--- src/rtl/power_governor_if.sv ---
// power_governor_if
//   Bundles the request, feedback and drive signals between the governor,
//   its requester and the Power block.
//   master : the side that issues requests and feeds back the power level
//            (drives en, reqValid, reqSetting, powerLevel, powerWarn).
//   slave  : the governor itself (drives powerSetting, powerMode, govState,
//            brownout, brownoutCount).
interface power_governor_if;
    logic       en;
    logic       reqValid;
    logic [1:0] reqSetting;
    logic [7:0] powerLevel;
    logic       powerWarn;
    logic [1:0] powerSetting;
    logic       powerMode;
    logic [1:0] govState;
    logic       brownout;
    logic [7:0] brownoutCount;

    modport master (
        output en, reqValid, reqSetting, powerLevel, powerWarn,
        input  powerSetting, powerMode, govState, brownout, brownoutCount
    );

    modport slave (
        input  en, reqValid, reqSetting, powerLevel, powerWarn,
        output powerSetting, powerMode, govState, brownout, brownoutCount
    );
endinterface

--- src/rtl/power_governor.sv ---
// power_governor
//   Control stage in front of the Power block. Arbitrates user power requests
//   against the fed-back level and warn flag, produces the powerSetting /
//   powerMode pair for Power, and counts brownout events (saturating).
//
//   Ports:
//     clk  - system clock, rising edge
//     rst  - asynchronous active-high reset
//     bus  - power_governor_if.slave
//              in : en, reqValid, reqSetting[1:0], powerLevel[7:0], powerWarn
//              out: powerSetting[1:0], powerMode, govState[1:0],
//                   brownout, brownoutCount[7:0]
//
//   state    | meaning
//   ---------+-----------------------------------------------------------
//   IDLE     | no request latched, Power recharging at setting 0
//   ACTIVE   | serving the latched request
//   THROTTLE | low power warning, serving at setting 1 while dwell runs
//   RECHARGE | forced recharge until the level climbs past the resume mark
module power_governor #(
    parameter int         RESUME_LEVEL     = 120,
    parameter int         FULL_LEVEL       = 179,
    parameter int         THROTTLE_CYCLES  = 8,
    parameter logic [1:0] RECHARGE_SETTING = 2'd3
) (
    input  logic clk,
    input  logic rst,
    power_governor_if.slave bus
);

    localparam int         DW          = (THROTTLE_CYCLES > 1) ? $clog2(THROTTLE_CYCLES) : 1;
    localparam logic [DW-1:0] DWELL_LOAD = DW'(THROTTLE_CYCLES - 1);
    localparam logic [7:0] RESUME_LVL  = 8'(RESUME_LEVEL);
    localparam logic [7:0] FULL_LVL    = 8'(FULL_LEVEL);

    typedef enum logic [1:0] {
        IDLE     = 2'd0,
        ACTIVE   = 2'd1,
        THROTTLE = 2'd2,
        RECHARGE = 2'd3
    } govState_e;

    govState_e     stateQ, stateNext;
    logic [1:0]    reqLatched;
    logic [DW-1:0] dwellQ, dwellNext;
    logic          brownoutQ, pulseNext;
    logic [7:0]    countQ;

    always_comb begin
        stateNext = stateQ;
        dwellNext = dwellQ;
        pulseNext = 1'b0;
        case (stateQ)
            IDLE: begin
                if (reqLatched != 2'd0)
                    stateNext = bus.powerWarn ? RECHARGE : ACTIVE;
            end
            ACTIVE: begin
                if (reqLatched == 2'd0) begin
                    stateNext = IDLE;
                end else if (bus.powerWarn) begin
                    stateNext = THROTTLE;
                    dwellNext = DWELL_LOAD;
                end
            end
            THROTTLE: begin
                if (reqLatched == 2'd0) begin
                    stateNext = IDLE;
                end else if (bus.powerLevel == 8'd0 || dwellQ == '0) begin
                    stateNext = RECHARGE;
                    pulseNext = 1'b1;
                end else begin
                    dwellNext = dwellQ - DW'(1);
                end
            end
            RECHARGE: begin
                // FULL_LEVEL is an unconditional exit even if someone sets it
                // below RESUME_LEVEL.
                if (bus.powerLevel >= FULL_LVL || bus.powerLevel >= RESUME_LVL)
                    stateNext = (reqLatched != 2'd0) ? ACTIVE : IDLE;
            end
            default: stateNext = IDLE;
        endcase
    end

    always_comb begin
        bus.powerMode    = 1'b0;
        bus.powerSetting = 2'd0;
        case (stateQ)
            ACTIVE: begin
                bus.powerMode    = 1'b1;
                bus.powerSetting = reqLatched;
            end
            THROTTLE: begin
                bus.powerMode    = 1'b1;
                bus.powerSetting = 2'd1;
            end
            RECHARGE: begin
                bus.powerMode    = 1'b0;
                bus.powerSetting = RECHARGE_SETTING;
            end
            default: begin
                bus.powerMode    = 1'b0;
                bus.powerSetting = 2'd0;
            end
        endcase
    end

    assign bus.govState      = stateQ;
    assign bus.brownout      = brownoutQ;
    assign bus.brownoutCount = countQ;

    always_ff @(posedge clk or posedge rst) begin
        if (rst) begin
            stateQ     <= IDLE;
            reqLatched <= 2'd0;
            dwellQ     <= '0;
            brownoutQ  <= 1'b0;
            countQ     <= 8'd0;
        end else if (bus.en) begin
            stateQ    <= stateNext;
            dwellQ    <= dwellNext;
            brownoutQ <= pulseNext;
            if (pulseNext && countQ != 8'hFF)
                countQ <= countQ + 8'd1;
            // The FSM above used the old reqLatched, so a request lands one
            // edge later.
            if (bus.reqValid)
                reqLatched <= bus.reqSetting;
        end else begin
            // Pulse never stretches across a stalled edge.
            brownoutQ <= 1'b0;
        end
    end

endmodule

--- src/flat_wrapper.sv ---
// flat-port wrapper written by rule: the top's interface ports become plain ports
module power_governor_flat 
#(
    parameter int         RESUME_LEVEL     = 120,
    parameter int         FULL_LEVEL       = 179,
    parameter int         THROTTLE_CYCLES  = 8,
    parameter logic [1:0] RECHARGE_SETTING = 2'd3
)
  (clk, rst, bus_en, bus_reqValid, bus_reqSetting, bus_powerLevel, bus_powerWarn, bus_powerSetting, bus_powerMode, bus_govState, bus_brownout, bus_brownoutCount);
  power_governor_if bus_i ();
  input  logic clk;
  input  logic rst;
  input wire logic [$bits(bus_i.en)-1:0] bus_en;
  input wire logic [$bits(bus_i.reqValid)-1:0] bus_reqValid;
  input wire logic [$bits(bus_i.reqSetting)-1:0] bus_reqSetting;
  input wire logic [$bits(bus_i.powerLevel)-1:0] bus_powerLevel;
  input wire logic [$bits(bus_i.powerWarn)-1:0] bus_powerWarn;
  output wire logic [$bits(bus_i.powerSetting)-1:0] bus_powerSetting;
  output wire logic [$bits(bus_i.powerMode)-1:0] bus_powerMode;
  output wire logic [$bits(bus_i.govState)-1:0] bus_govState;
  output wire logic [$bits(bus_i.brownout)-1:0] bus_brownout;
  output wire logic [$bits(bus_i.brownoutCount)-1:0] bus_brownoutCount;
  assign bus_i.en = bus_en;
  assign bus_i.reqValid = bus_reqValid;
  assign bus_i.reqSetting = bus_reqSetting;
  assign bus_i.powerLevel = bus_powerLevel;
  assign bus_i.powerWarn = bus_powerWarn;
  assign bus_powerSetting = bus_i.powerSetting;
  assign bus_powerMode = bus_i.powerMode;
  assign bus_govState = bus_i.govState;
  assign bus_brownout = bus_i.brownout;
  assign bus_brownoutCount = bus_i.brownoutCount;
  power_governor #(.RESUME_LEVEL(RESUME_LEVEL), .FULL_LEVEL(FULL_LEVEL), .THROTTLE_CYCLES(THROTTLE_CYCLES), .RECHARGE_SETTING(RECHARGE_SETTING)) u_core (.clk(clk), .rst(rst), .bus(bus_i));
endmodule
--- config.mk ---
export PLATFORM = sky130hd
export DESIGN_NAME = power_governor_flat
export DESIGN_NICKNAME = d
export VERILOG_FILES = /design/src/rtl/power_governor_if.sv /design/src/rtl/power_governor.sv /design/src/flat_wrapper.sv
export SDC_FILE = /design/constraint.sdc
export NUM_CORES = 1
export LEC_CHECK = 0
export CAP_MARGIN = 20
export CORE_ASPECT_RATIO = 1.2
export CORE_MARGIN = 2
export CORE_UTILIZATION = 45
export CTS_CLUSTER_SIZE = 28
export DETAILED_ROUTE_END_ITERATION = 8
export PLACE_DENSITY = 0.76
export SETUP_SLACK_MARGIN = 0.15
export SYNTH_ARGS = -nofsm -noshare
export SYNTH_HDL_FRONTEND = slang
export SYNTH_SLANG_ARGS = --single-unit
--- constraint.sdc ---
create_clock -name clk -period 3.9 [get_ports clk]
set_clock_uncertainty 0.2 [all_clocks]
set_input_delay 0.39 -clock clk [delete_from_list [all_inputs] [get_ports clk]]
set_output_delay 0.39 -clock clk [all_outputs]
set_load 0.005 [all_outputs]
==> run_results.csv <==
group,metric,value,unit
floorplan,die_y,56.4,um
sta,fmax,411,MHz
grt,grt_pass1_wl,3.66,mm
routing,drt_wl_total,2.22,mm
logic_synthesis,yosys-top-cells-area,"dfrtp_1 (39%), ha_1 (8.5%), mux2_2 (6.6%), nor4_4 (4.1%), xor2_1 (3.4%)",
layout,fin_nets,156,
clock_tree,postCtsSetupBuffers,0,
routing,drtIter0Drc,13,
routing,vias,890,
clock_tree,htree_levels,1,
routing,dr.pass1.iters,4,
logic_synthesis,synth_area,0.00103,mm^2
logic_synthesis,yosys.cell_types.count,35,
critical_path,critPathMaxFanout,9,
floorplan,rows,19,
sta,relSlewSlack,58.2,%
placed_design,dpl.hpwl,1.70,mm
layout,antenna-diode-count,0,
logic_synthesis,syn_avg_cell_area,9.91,um^2
sta,timing.final.ws_setup,1470,ps
critical_path,end_kind,"output port",
clock_tree,cts_resized,0,
clock_tree,clk_path_buf_depth,2,
placed_design,gp_congestion,0.725,
routing,drcViolationCount,0,
placed_design,post-place-ws,1430,ps
critical_path,arrival,1840,ps
sta,grt_setup_unrepaired,"no",
run_status,status,"finished, final reports clean",
critical_path,path_class,"reg -> out",
routing,viasPerCell,5.43,
layout,syn2layout_area_growth,33.1,%
layout,drive_gt1_share,12.8,%
power,ir_drop,271,uV
logic_synthesis,synth_top_cell_area_share,38.8,%
sta,final-max-slew-violation-count,0,
clock_tree,clk_latency,280,ps
sta,hold_ws,274,ps
floorplan,design.core.area,0.00223,mm^2
logic_synthesis,synth_edf_count,0,
logic_synthesis,synth_fp_nets,126,
logic_synthesis,yosysTopAreaCell,"dfrtp_1",
grt,grtUsageMet2,31.6,%
worst_hold_path,hold_class,"in -> async",
sta,fin_crit,2430,ps
placed_design,io_buffer_count,28,
logic_synthesis,yosysWarnings,0,
sta,setup_viol,0,
floorplan,fp.dieW,47.7,um
sta,finalHoldViolations,0,
routing,ant_nets,0,
grt,use_met3,1.93,%
layout,nFillCells,200,
floorplan,dieArea,0.00269,mm^2
layout,utilization,61.4,%
power,power.leakage,0.596,nW
clock_tree,cts_root_buf,"clkbuf_4",
logic_synthesis,synthFlopType,"dfrtp_1",
sta,tightest_slew,627,ps
logic_synthesis,synth_cells,104,
clock_tree,numCtsBuffers,3,
grt,grt_pass1_vias,844,
routing,wl_per_cell,13.5,um
sta,fin_crit_sh,62.4,%
grt,overflow,0,
grt,met1_usage,23.0,%
grt,grt_start_max_net_pins,17,
logic_synthesis,async_flop_share,100,%
power,powerDensity,459,mW/mm^2
run,drv_cap,0,
sta,fin_setup_tns,0,ps
clock_tree,cts.sinks,16,
critical_path,reg2reg_from,"u_core.bus.govState[0]$_DFFE_PP0P_",
critical_path,startpoint,"u_core.bus.govState[0]$_DFFE_PP0P_",
grt,antenna_found_initial,0,
logic_synthesis,ys_ff_latch,16,
clock_tree,clk_pin_slew,100,ps
logic_synthesis,ys_seq_area_share,38.8,%
grt,grt-busiest-layer,"met2",
grt,grt_usage,18.2,%
floorplan,io_pins,29,
clock_tree,hold_buffers,0,
critical_path,cp_data_required_time,3310,ps
critical_path,crit_path_start_kind,"flip-flop",
clock_tree,cts_tree,"yes",
floorplan,start_util,46.1,%
## cell families (layout without fill, tap and decap cells)
logic type      Yosys count  in the layout  share of synthesized area [%]
fa+ha+maj                 7              7                           8.49
flops                    16             16                           38.8
compound gates           22             22                           14.1
buf+inv                  11             40                           4.25
mux                       8              8                           8.62
simple gates             35             35                           21.5
xor+xnor                  5              5                           4.25
## routing by layer
layer	share of wire (%)	up-vias	wire (um)
li1	-	434	-
met1	43	423	945
met2	53	25	1180
met3	3.3	8	73
met4	1.1	0	25
met5	0	-	0
## synth_stat cells, types with 2 or more instances
cell / number
dfrtp_1: 16
inv_1: 8
ha_1: 7
nand2_1: 7
mux2_2: 6
nor2_1: 6
nor3_1: 6
o21ai_0: 5
a21oi_1: 4
xor2_1: 4
nand4_1: 3
o21a_1: 3
a211oi_1: 2
a31oi_1: 2
buf_2: 2
nand2b_1: 2
nor4_1: 2
nor4_4: 2
## layout make-up
type                            count  area, um^2  share of cell area, %
Sequential cell                    16         400                   29.2
Multi-Input combinational cell     77         587                   42.8
Clock buffer                        4        36.3                   2.64
Timing Repair Buffer               28         280                   20.4
Tap cell                           31        38.8                   2.83
Inverter                            8        30.0                   2.19
## placed cells by master (no fill, tap or decap), types with 3 or more instances in the layout
cell type | synthesis | routed
clkdlybuf4s50_1 | 0 | 28
nor2_1 | 6 | 6
inv_1 | 8 | 8
clkbuf_4 | 0 | 3
a21oi_1 | 4 | 4
dfrtp_1 | 16 | 16
o21ai_0 | 5 | 5
xor2_1 | 4 | 4
ha_1 | 7 | 7
nor3_1 | 6 | 6
o21a_1 | 3 | 3
nand4_1 | 3 | 3
nand2_1 | 7 | 7
mux2_2 | 6 | 6
## path summary, 6_finish.rpt
check	end	slack [ps]	depth (start not counted)
max reg2reg	u_core.bus.brownoutCount[6]$_DFFE_PP0P_	1610	6
max	bus_powerSetting[0]	1470	5
min in group clk	u_core.dwellQ[1]$_DFFE_PP0P_	300	1
min	u_core.reqLatched[1]$_DFFE_PP0P_	270	2
min reg2reg	u_core.dwellQ[1]$_DFFE_PP0P_	300	1
max in group asynchronous	u_core.dwellQ[2]$_DFFE_PP0P_	2820	2
## sequential cells by signal (all words and copies together) (netlist names)
register	cells
u_core.bus.brownout	1
u_core.bus.brownoutCount	8
u_core.bus.govState	2
u_core.dwellQ	3
u_core.reqLatched	2
## power breakdown
part	total [W]	internal, W	leakage, nW	switching, W
Sequential	0.000226	0.000196	0.197	0.0000302
Clock	0.000110	0.0000567	0.0210	0.0000532
Combinational	0.000293	0.000158	0.378	0.000135
Total	0.000630	0.000411	0.596	0.000219
## critical path, stage by stage (launching register included)
cell	delay [ps]
dfrtp_1	430
inv_1	120
ha_1	330
a211oi_1	80
nor2_1	90
clkdlybuf4s50_1	500
## through the flow
| stage | total power, W | cell area [um^2] | std cells |
|---|---|---|---|
| floorplan | 0.000400 | 1030 | 104 |
| global placement | 0.000512 | 1340 | 160 |
| detailed placement | 0.000523 | 1340 | 160 |
| CTS | 0.000635 | 1370 | 164 |
| global route | 0.000678 | 1370 | 164 |
| finish | 0.000630 | 1370 | 164 |
(Power assumes the default switching activity.)
